===== src/rtl/f1_start_ctrl_if.sv =====
// ---------------------------------------------------------------------------
// f1_start_ctrl_if
// Groups the race-start controller's handshake and status signals so the
// controller and its environment connect through one bundle.
//
// Signals
//   trigger        start request, only a rising edge starts a run
//   react          driver reaction button, level-sampled
//   light_en       one-cycle advance pulse to the light-sequence FSM
//   lights_clr     one-cycle pulse clearing the light-sequence FSM to all-off
//   cmd_seq        high while the lights are building
//   cmd_delay      high during the random hold before lights out
//   step           light_en pulses issued in the current run, 0..8
//   reaction_time  last measured reaction, in clocks
//   reaction_valid one-cycle pulse when reaction_time updates
//   jump_start     sticky flag: react seen before lights out
//
// Modports
//   master  the environment driving trigger/react (testbench or host logic)
//   slave   the controller itself
// ---------------------------------------------------------------------------
interface f1_start_ctrl_if;

    logic        trigger;
    logic        react;
    logic        light_en;
    logic        lights_clr;
    logic        cmd_seq;
    logic        cmd_delay;
    logic [3:0]  step;
    logic [15:0] reaction_time;
    logic        reaction_valid;
    logic        jump_start;

    modport master (
        output trigger,
        output react,
        input  light_en,
        input  lights_clr,
        input  cmd_seq,
        input  cmd_delay,
        input  step,
        input  reaction_time,
        input  reaction_valid,
        input  jump_start
    );

    modport slave (
        input  trigger,
        input  react,
        output light_en,
        output lights_clr,
        output cmd_seq,
        output cmd_delay,
        output step,
        output reaction_time,
        output reaction_valid,
        output jump_start
    );

endinterface


===== src/rtl/f1_start_ctrl.sv =====
// ---------------------------------------------------------------------------
// f1_start_ctrl
// Start-light controller for a race start. A rising edge on trigger builds
// eight lights, one every TICK_DIV clocks, then holds for a pseudo-random
// number of ticks taken from a free-running 7-bit LFSR, then fires the
// lights-out pulse. With the reaction timer built, the controller then
// measures the clocks until the driver presses react, and flags a jump start
// if react is pressed while the lights are still building or holding.
//
// Parameters
//   TICK_DIV   clocks per light step, legal range 2..65535
//
// Optional feature (macro REACTION_TIMER_EN)
//   defined  : REACT state, reaction counter, reaction outputs and jump-start
//              detection are built
//   undefined: react is ignored, reaction_time/reaction_valid/jump_start/
//              lights_clr are tied to 0, lights out returns straight to IDLE
//
// Ports
//   clk      single clock, all state changes on the rising edge
//   rst      synchronous active-high reset
//   ctrl_io  f1_start_ctrl_if slave modport (trigger/react in, status out)
// ---------------------------------------------------------------------------
module f1_start_ctrl #(
    parameter int unsigned TICK_DIV = 1000
) (
    input  logic            clk,
    input  logic            rst,
    f1_start_ctrl_if.slave  ctrl_io
);

    localparam logic [15:0] TICK_LAST = 16'(TICK_DIV - 1);

    typedef enum logic [1:0] {
        IDLE,
        SEQ,
        DELAY,
        REACT
    } state_e;

    state_e      state_q, state_d;
    logic [15:0] tickCnt_q, tickCnt_d;
    logic [3:0]  step_q, step_d;
    logic [6:0]  delayCnt_q, delayCnt_d;
    logic [6:0]  lfsr_q, lfsr_d;
    logic        trig_q;

    logic        rise;
    logic        tick;
    logic        lightEn;

`ifdef REACTION_TIMER_EN
    logic [15:0] rcnt_q, rcnt_d;
    logic [15:0] reactionTime_q, reactionTime_d;
    logic        reactionValid_q, reactionValid_d;
    logic        jumpStart_q, jumpStart_d;
    logic        lightsClr;
`endif

    // Only a fresh rising edge of trigger may start a run; a trigger that
    // is simply held high never restarts the sequence.
    assign rise = ctrl_io.trigger & ~trig_q;

    // Tick fires on the last clock of every TICK_DIV-long step.
    assign tick = (tickCnt_q == TICK_LAST);

    // The LFSR free-runs every clock, so the hold length depends on when
    // the run happened to reach lights-on, not on anything the driver sees.
    always_comb begin
        lfsr_d = {lfsr_q[5:0], lfsr_q[6] ^ lfsr_q[2]};
    end

    // Next-state and pulse logic. React has priority over tick in SEQ and
    // DELAY so a jump start never coincides with a light advance, which
    // keeps light_en and lights_clr mutually exclusive.
    always_comb begin
        state_d    = state_q;
        tickCnt_d  = tickCnt_q;
        step_d     = step_q;
        delayCnt_d = delayCnt_q;
        lightEn    = 1'b0;
`ifdef REACTION_TIMER_EN
        rcnt_d          = rcnt_q;
        reactionTime_d  = reactionTime_q;
        reactionValid_d = 1'b0;
        jumpStart_d     = jumpStart_q;
        lightsClr       = 1'b0;
`endif

        if ((state_q == SEQ) || (state_q == DELAY)) begin
            tickCnt_d = tick ? 16'd0 : tickCnt_q + 16'd1;
        end

        unique case (state_q)
            IDLE: begin
                if (rise) begin
                    state_d   = SEQ;
                    tickCnt_d = 16'd0;
                    step_d    = 4'd0;
`ifdef REACTION_TIMER_EN
                    jumpStart_d = 1'b0;
`endif
                end
            end

            SEQ: begin
`ifdef REACTION_TIMER_EN
                if (ctrl_io.react) begin
                    lightsClr   = 1'b1;
                    jumpStart_d = 1'b1;
                    state_d     = IDLE;
                    step_d      = 4'd0;
                end else
`endif
                if (tick) begin
                    lightEn = 1'b1;
                    step_d  = step_q + 4'd1;
                    // The eighth light completes the build-up.
                    if (step_q == 4'd7) begin
                        state_d    = DELAY;
                        tickCnt_d  = 16'd0;
                        delayCnt_d = lfsr_q;
                    end
                end
            end

            DELAY: begin
`ifdef REACTION_TIMER_EN
                if (ctrl_io.react) begin
                    lightsClr   = 1'b1;
                    jumpStart_d = 1'b1;
                    state_d     = IDLE;
                    step_d      = 4'd0;
                end else
`endif
                if (tick) begin
                    if (delayCnt_q == 7'd1) begin
                        // Lights out.
                        lightEn = 1'b1;
`ifdef REACTION_TIMER_EN
                        state_d = REACT;
                        rcnt_d  = 16'd0;
`else
                        state_d = IDLE;
                        step_d  = 4'd0;
`endif
                    end else begin
                        delayCnt_d = delayCnt_q - 7'd1;
                    end
                end
            end

            REACT: begin
`ifdef REACTION_TIMER_EN
                rcnt_d = (rcnt_q == 16'hFFFF) ? rcnt_q : rcnt_q + 16'd1;
                if (ctrl_io.react) begin
                    reactionTime_d  = rcnt_q;
                    reactionValid_d = 1'b1;
                    state_d         = IDLE;
                    step_d          = 4'd0;
                end
`else
                state_d = IDLE;
                step_d  = 4'd0;
`endif
            end

            default: begin
                state_d = IDLE;
                step_d  = 4'd0;
            end
        endcase
    end

    // State register. Reset mid-run simply abandons the run; the light FSM
    // shares this reset, so no clearing pulse is needed.
    always_ff @(posedge clk) begin
        if (rst) begin
            state_q    <= IDLE;
            tickCnt_q  <= 16'd0;
            step_q     <= 4'd0;
            delayCnt_q <= 7'd0;
            lfsr_q     <= 7'h01;
            trig_q     <= 1'b0;
        end else begin
            state_q    <= state_d;
            tickCnt_q  <= tickCnt_d;
            step_q     <= step_d;
            delayCnt_q <= delayCnt_d;
            lfsr_q     <= lfsr_d;
            trig_q     <= ctrl_io.trigger;
        end
    end

`ifdef REACTION_TIMER_EN
    // Reaction timer registers. reaction_valid is registered so that it is
    // high in the same cycle the new reaction_time becomes visible.
    always_ff @(posedge clk) begin
        if (rst) begin
            rcnt_q          <= 16'd0;
            reactionTime_q  <= 16'd0;
            reactionValid_q <= 1'b0;
            jumpStart_q     <= 1'b0;
        end else begin
            rcnt_q          <= rcnt_d;
            reactionTime_q  <= reactionTime_d;
            reactionValid_q <= reactionValid_d;
            jumpStart_q     <= jumpStart_d;
        end
    end
`endif

    // Pulses and mode strobes are masked while rst is high so nothing
    // downstream moves during reset, even before the first reset edge.
    assign ctrl_io.light_en  = lightEn & ~rst;
    assign ctrl_io.cmd_seq   = (state_q == SEQ) & ~rst;
    assign ctrl_io.cmd_delay = (state_q == DELAY) & ~rst;
    assign ctrl_io.step      = step_q;

`ifdef REACTION_TIMER_EN
    assign ctrl_io.lights_clr     = lightsClr & ~rst;
    assign ctrl_io.reaction_time  = reactionTime_q;
    assign ctrl_io.reaction_valid = reactionValid_q & ~rst;
    assign ctrl_io.jump_start     = jumpStart_q;
`else
    assign ctrl_io.lights_clr     = 1'b0;
    assign ctrl_io.reaction_time  = 16'd0;
    assign ctrl_io.reaction_valid = 1'b0;
    assign ctrl_io.jump_start     = 1'b0;
`endif

endmodule


===== src/flat_wrapper.sv =====
// flat-port wrapper written by rule: the top's interface ports become plain ports
module f1_start_ctrl_flat 
#(
    parameter int unsigned TICK_DIV = 1000
)
  (clk, rst, ctrl_io_trigger, ctrl_io_react, ctrl_io_light_en, ctrl_io_lights_clr, ctrl_io_cmd_seq, ctrl_io_cmd_delay, ctrl_io_step, ctrl_io_reaction_time, ctrl_io_reaction_valid, ctrl_io_jump_start);
  f1_start_ctrl_if ctrl_io_i ();
  input  logic clk;
  input  logic rst;
  input wire logic [$bits(ctrl_io_i.trigger)-1:0] ctrl_io_trigger;
  input wire logic [$bits(ctrl_io_i.react)-1:0] ctrl_io_react;
  output wire logic [$bits(ctrl_io_i.light_en)-1:0] ctrl_io_light_en;
  output wire logic [$bits(ctrl_io_i.lights_clr)-1:0] ctrl_io_lights_clr;
  output wire logic [$bits(ctrl_io_i.cmd_seq)-1:0] ctrl_io_cmd_seq;
  output wire logic [$bits(ctrl_io_i.cmd_delay)-1:0] ctrl_io_cmd_delay;
  output wire logic [$bits(ctrl_io_i.step)-1:0] ctrl_io_step;
  output wire logic [$bits(ctrl_io_i.reaction_time)-1:0] ctrl_io_reaction_time;
  output wire logic [$bits(ctrl_io_i.reaction_valid)-1:0] ctrl_io_reaction_valid;
  output wire logic [$bits(ctrl_io_i.jump_start)-1:0] ctrl_io_jump_start;
  assign ctrl_io_i.trigger = ctrl_io_trigger;
  assign ctrl_io_i.react = ctrl_io_react;
  assign ctrl_io_light_en = ctrl_io_i.light_en;
  assign ctrl_io_lights_clr = ctrl_io_i.lights_clr;
  assign ctrl_io_cmd_seq = ctrl_io_i.cmd_seq;
  assign ctrl_io_cmd_delay = ctrl_io_i.cmd_delay;
  assign ctrl_io_step = ctrl_io_i.step;
  assign ctrl_io_reaction_time = ctrl_io_i.reaction_time;
  assign ctrl_io_reaction_valid = ctrl_io_i.reaction_valid;
  assign ctrl_io_jump_start = ctrl_io_i.jump_start;
  f1_start_ctrl #(.TICK_DIV(TICK_DIV)) u_core (.clk(clk), .rst(rst), .ctrl_io(ctrl_io_i));
endmodule

===== config.mk =====
export PLATFORM = sky130hd
export DESIGN_NAME = f1_start_ctrl_flat
export DESIGN_NICKNAME = d
export VERILOG_FILES = /design/src/rtl/f1_start_ctrl_if.sv /design/src/rtl/f1_start_ctrl.sv /design/src/flat_wrapper.sv
export SDC_FILE = /design/constraint.sdc
export NUM_CORES = 1
export LEC_CHECK = 0
export ABC_CLOCK_PERIOD_IN_PS = 2670
export BUFFER_PORTS_ARGS = -buffer_cell sky130_fd_sc_hd__clkbuf_2
export CORE_ASPECT_RATIO = 1.1
export CORE_UTILIZATION = 57
export CTS_CLUSTER_SIZE = 20
export DETAILED_ROUTE_END_ITERATION = 8
export MAX_ROUTING_LAYER = met4
export PLACE_DENSITY_LB_ADDON = 0.12
export SYNTH_ARGS = -nofsm -noshare
export SYNTH_HDL_FRONTEND = slang
export SYNTH_SLANG_ARGS = --single-unit

===== constraint.sdc =====
create_clock -name clk -period 2.67 [get_ports clk]
set_input_delay 0.1335 -clock clk [delete_from_list [all_inputs] [get_ports clk]]
set_output_delay 0.1335 -clock clk [all_outputs]
set_load 0.005 [all_outputs]

==> results.py <==
metrics = {
    "status": {
        "status": "finished clean",
    },
    "global_routing": {
        "grt_start_max_net_pins": 33,
        "grt_use_met3_pct": 5.24,
        "use_met2_pct": 39.1,
        "grt_pass1_wl_um": 7230,
        "busiest_layer": "met2",
        "track_usage_pct": 24.9,
        "use_met1_pct": 30.4,
        "grt_overflow": 0,
        "grt_antenna_before_repair": 0,
        "grt_pass1_vias": 1574,
    },
    "sta": {
        "tns_ns": 0,
        "clock_skew_ns": 0.00582,
        "post-route-period-util_pct": 86.6,
        "rsz0062_at_grt": "no",
        "timing.slew.headroom_pct": 42.2,
        "setup_violations": 0,
        "worst_pin_slew_ns": 0.856,
        "timing.final.ws_setup_ns": 0.359,
        "hold_viol_final": 0,
        "fin_crit_ns": 2.31,
        "report.final.slew_viol_count": 0,
        "fmax_ghz": 0.433,
    },
    "clock_network": {
        "clkSinkCount": 37,
        "cts_hold_buf": 0,
        "cts-htree-levels": 2,
        "clk_pin_slew_ns": 0.07,
        "cts_tree": "done",
        "post-cts-setup-buffers": 0,
        "cts_buffer_depth": 2,
        "clk_latency_ns": 0.29,
        "cts_buffers": 5,
        "cts_root_buf": "clkbuf_8",
        "post_cts_resized": 0,
    },
    "final_layout": {
        "layout.nets": 263,
        "final-instance-count-excl-fill": 303,
        "diodes": 0,
        "area_growth_pct": 5.78,
        "drive_gt1_share_pct": 12.3,
    },
    "route": {
        "vias": 1695,
        "drt_wl_total_um": 4310,
        "drc_errors": 0,
        "vias_per_cell": 5.59,
        "drt-pass1-iter-count": 4,
        "drt_iter0_drc": 75,
        "wl_per_cell_um": 14.2,
        "ant_nets": 0,
    },
    "placement": {
        "gp_congestion": 0.822,
        "io_buffers": 9,
        "dp.cells": 295,
        "hpwlAfterDp_um": 2970,
        "dp_slack_ns": 0.390,
    },
    "critical_path": {
        "cp_slowest_cell": "ha_1",
        "path_class": "reg2reg",
        "reg2reg_depth": 6,
        "start_kind": "flip-flop",
        "crit_path_max_fanout": 9,
        "cp_cell_sequence": "inv_1 -> ha_1 -> nand3_2 -> or3_4 -> or4_1 -> a221oi_2",
        "end_kind": "flip-flop",
        "rr_endpoint": "u_core.tickCnt_q[15]",
        "required_ns": 2.88,
        "critPathArrivalTime_ns": 2.52,
        "slowest_delay_ns": 0.49,
        "r2r_setup_slack_ns": 0.36,
        "timing.rr.start": "u_core.state_q[0]",
    },
    "floorplan": {
        "fp.dieW_um": 60.8,
        "die_h_um": 66.7,
        "die-area_mm2": 0.00405,
        "start_util_pct": 59.7,
        "fp-row-count": 23,
        "core_area_mm2": 0.00363,
        "io_pins": 30,
    },
    "run": {
        "drv_cap": 0,
    },
    "yosys": {
        "synth-edff-count": 0,
        "yosys_most_used_dff": "dfxtp_1",
        "synth_seq_cells": 37,
        "synth_area_per_cell_um2": 8.77,
        "ys_types": 51,
        "async_flop_share_pct": 0,
        "yosysWarnings": 0,
        "synth-seq-area-share_pct": 34.2,
        "synth_area_mm2": 0.00217,
        "synthesis.instances": 247,
    },
    "min_path": {
        "hold_depth": 2,
        "hold_end": "u_core.trig_q",
        "min_from": "ctrl_io_trigger",
        "holdCritPathClass": "in2reg",
    },
    "pwr": {
        "cellLeakagePower_uw": 0.000802,
        "powerDensity_mw_per_mm2": 845,
        "power_uw": 1940,
        "peakVddDrop_v": 0.000618,
    },
}
layer usage:
| metal | share of wire [%] | vias up |
|---|---|---|
| li1 | - | 882 |
| met1 | 48 | 782 |
| met2 | 48 | 23 |
| met3 | 2.4 | 8 |
| met4 | 2.1 | 0 |
| met5 | 0 | - |
state kept, by name, summed over array words and instances, names as in the netlist:
| register | cells |
|---|---|
| u_core.state_q | 2 |
| u_core.ctrl_io.step | 4 |
| u_core.tickCnt_q | 16 |
| u_core.delayCnt_q | 7 |
| u_core.lfsr_q | 7 |
| u_core.trig_q | 1 |
worst max-delay path by stage:
stage	startpoint	to	slack [ns]	depth (start not counted)
global placement	u_core.state_q[0]	u_core.tickCnt_q[15]	0.43	6
floorplan	u_core.state_q[0]	u_core.tickCnt_q[15]	0.58	7
global route	u_core.state_q[0]	u_core.tickCnt_q[12]	0.22	6
finish	u_core.state_q[0]	u_core.tickCnt_q[15]	0.36	6
detailed placement	u_core.state_q[0]	u_core.tickCnt_q[15]	0.39	6
CTS	u_core.state_q[0]	u_core.tickCnt_q[15]	0.37	6
cell families (layout without fill, tap and decap cells):
kind of cell / after synthesis / after routing / share of synthesized area (%)
AOI/OAI and AO/OA: 57 / 57 / 19.6
xor gates and xnor gates: 12 / 12 / 4.85
adders and majority gates: 7 / 7 / 4.04
buffers and inverters: 48 / 36 / 11.8
DFF: 37 / 37 / 34.2
muxes: 4 / 4 / 1.85
other: 1 / 19 / 0.173
and+or+nand+nor: 81 / 81 / 23.4
power by group:
group	switching [µW]	internal [µW]	total (µW)
sequential	48.6	605	654
clock	200	305	504
combinational	497	282	779
layout by cell type, fill, tap and decap left out, types with 4 or more instances in the layout:
master,netlist,routed
a211oi_1,12,12
a21oi_1,14,14
and3_1,4,4
buf_4,19,5
clkbuf_2,0,9
clkbuf_8,0,6
conb_1,1,19
dfxtp_1,37,37
ha_1,7,7
inv_1,13,13
mux2i_1,4,4
nand2_1,16,16
nand3_1,4,4
nand4_1,4,4
nor2_1,9,9
nor2b_1,7,7
nor4_1,8,8
o21ai_0,5,5
o31ai_1,4,4
o32ai_1,4,4
or3_1,5,5
or4_1,4,4
xnor2_1,9,9
layout make-up:
type                    count  area, µm²
well taps                  50       62.6
repair buffers             14       82.6
clock buffers               7       86.3
flip-flops and latches     37        741
clock inverters             1       30.0
fillers                   353       1340
inverters                  14       52.6
multi-input cells         180       1240
cell usage after synthesis, drive strengths merged (4+ instances only):
cell type  number  area [µm²]
inv            13        48.8
dfxtp          37         741
or3             6        42.5
o32ai           5        51.3
a21oi          14        70.1
ha              7        87.6
or4             4        30.0
buf            23         163
o31ai           4        30.0
nor2b           7        43.8
xnor2           9        78.8
a211oi         12        90.1
o21ai           6        30.0
mux2i           4        40.0
and3            4        25.0
a221oi          4        41.3
nand2          16        60.1
nor4           10        92.6
clkbuf         11        41.3
nor2            9        33.8
nand3           5        30.0
nand4           4        25.0
per-stage QoR:
| stage | hold WS (ns) | utilization [%] | cell area [µm²] |
|---|---|---|---|
| finish | 0.0864 | 63.2 | 2290 |
| global route | 0.109 | 63.2 | 2290 |
| CTS | 0.0811 | 63.2 | 2290 |
| detailed placement | 0.384 | 60.0 | 2170 |
| global placement | 0.383 | 60.0 | 2170 |
| floorplan | 0.262 | - | 2230 |
worst max-delay path: cells and delay by family (launching register included):
family	cells	cell delay, ns
buffers and inverters	1	0.07
AOI/OAI and AO/OA	1	0.24
DFF	1	0.36
and+or+nand+nor	3	1.08
adders and majority gates	1	0.49
Power figures use the tool's default switching activity.
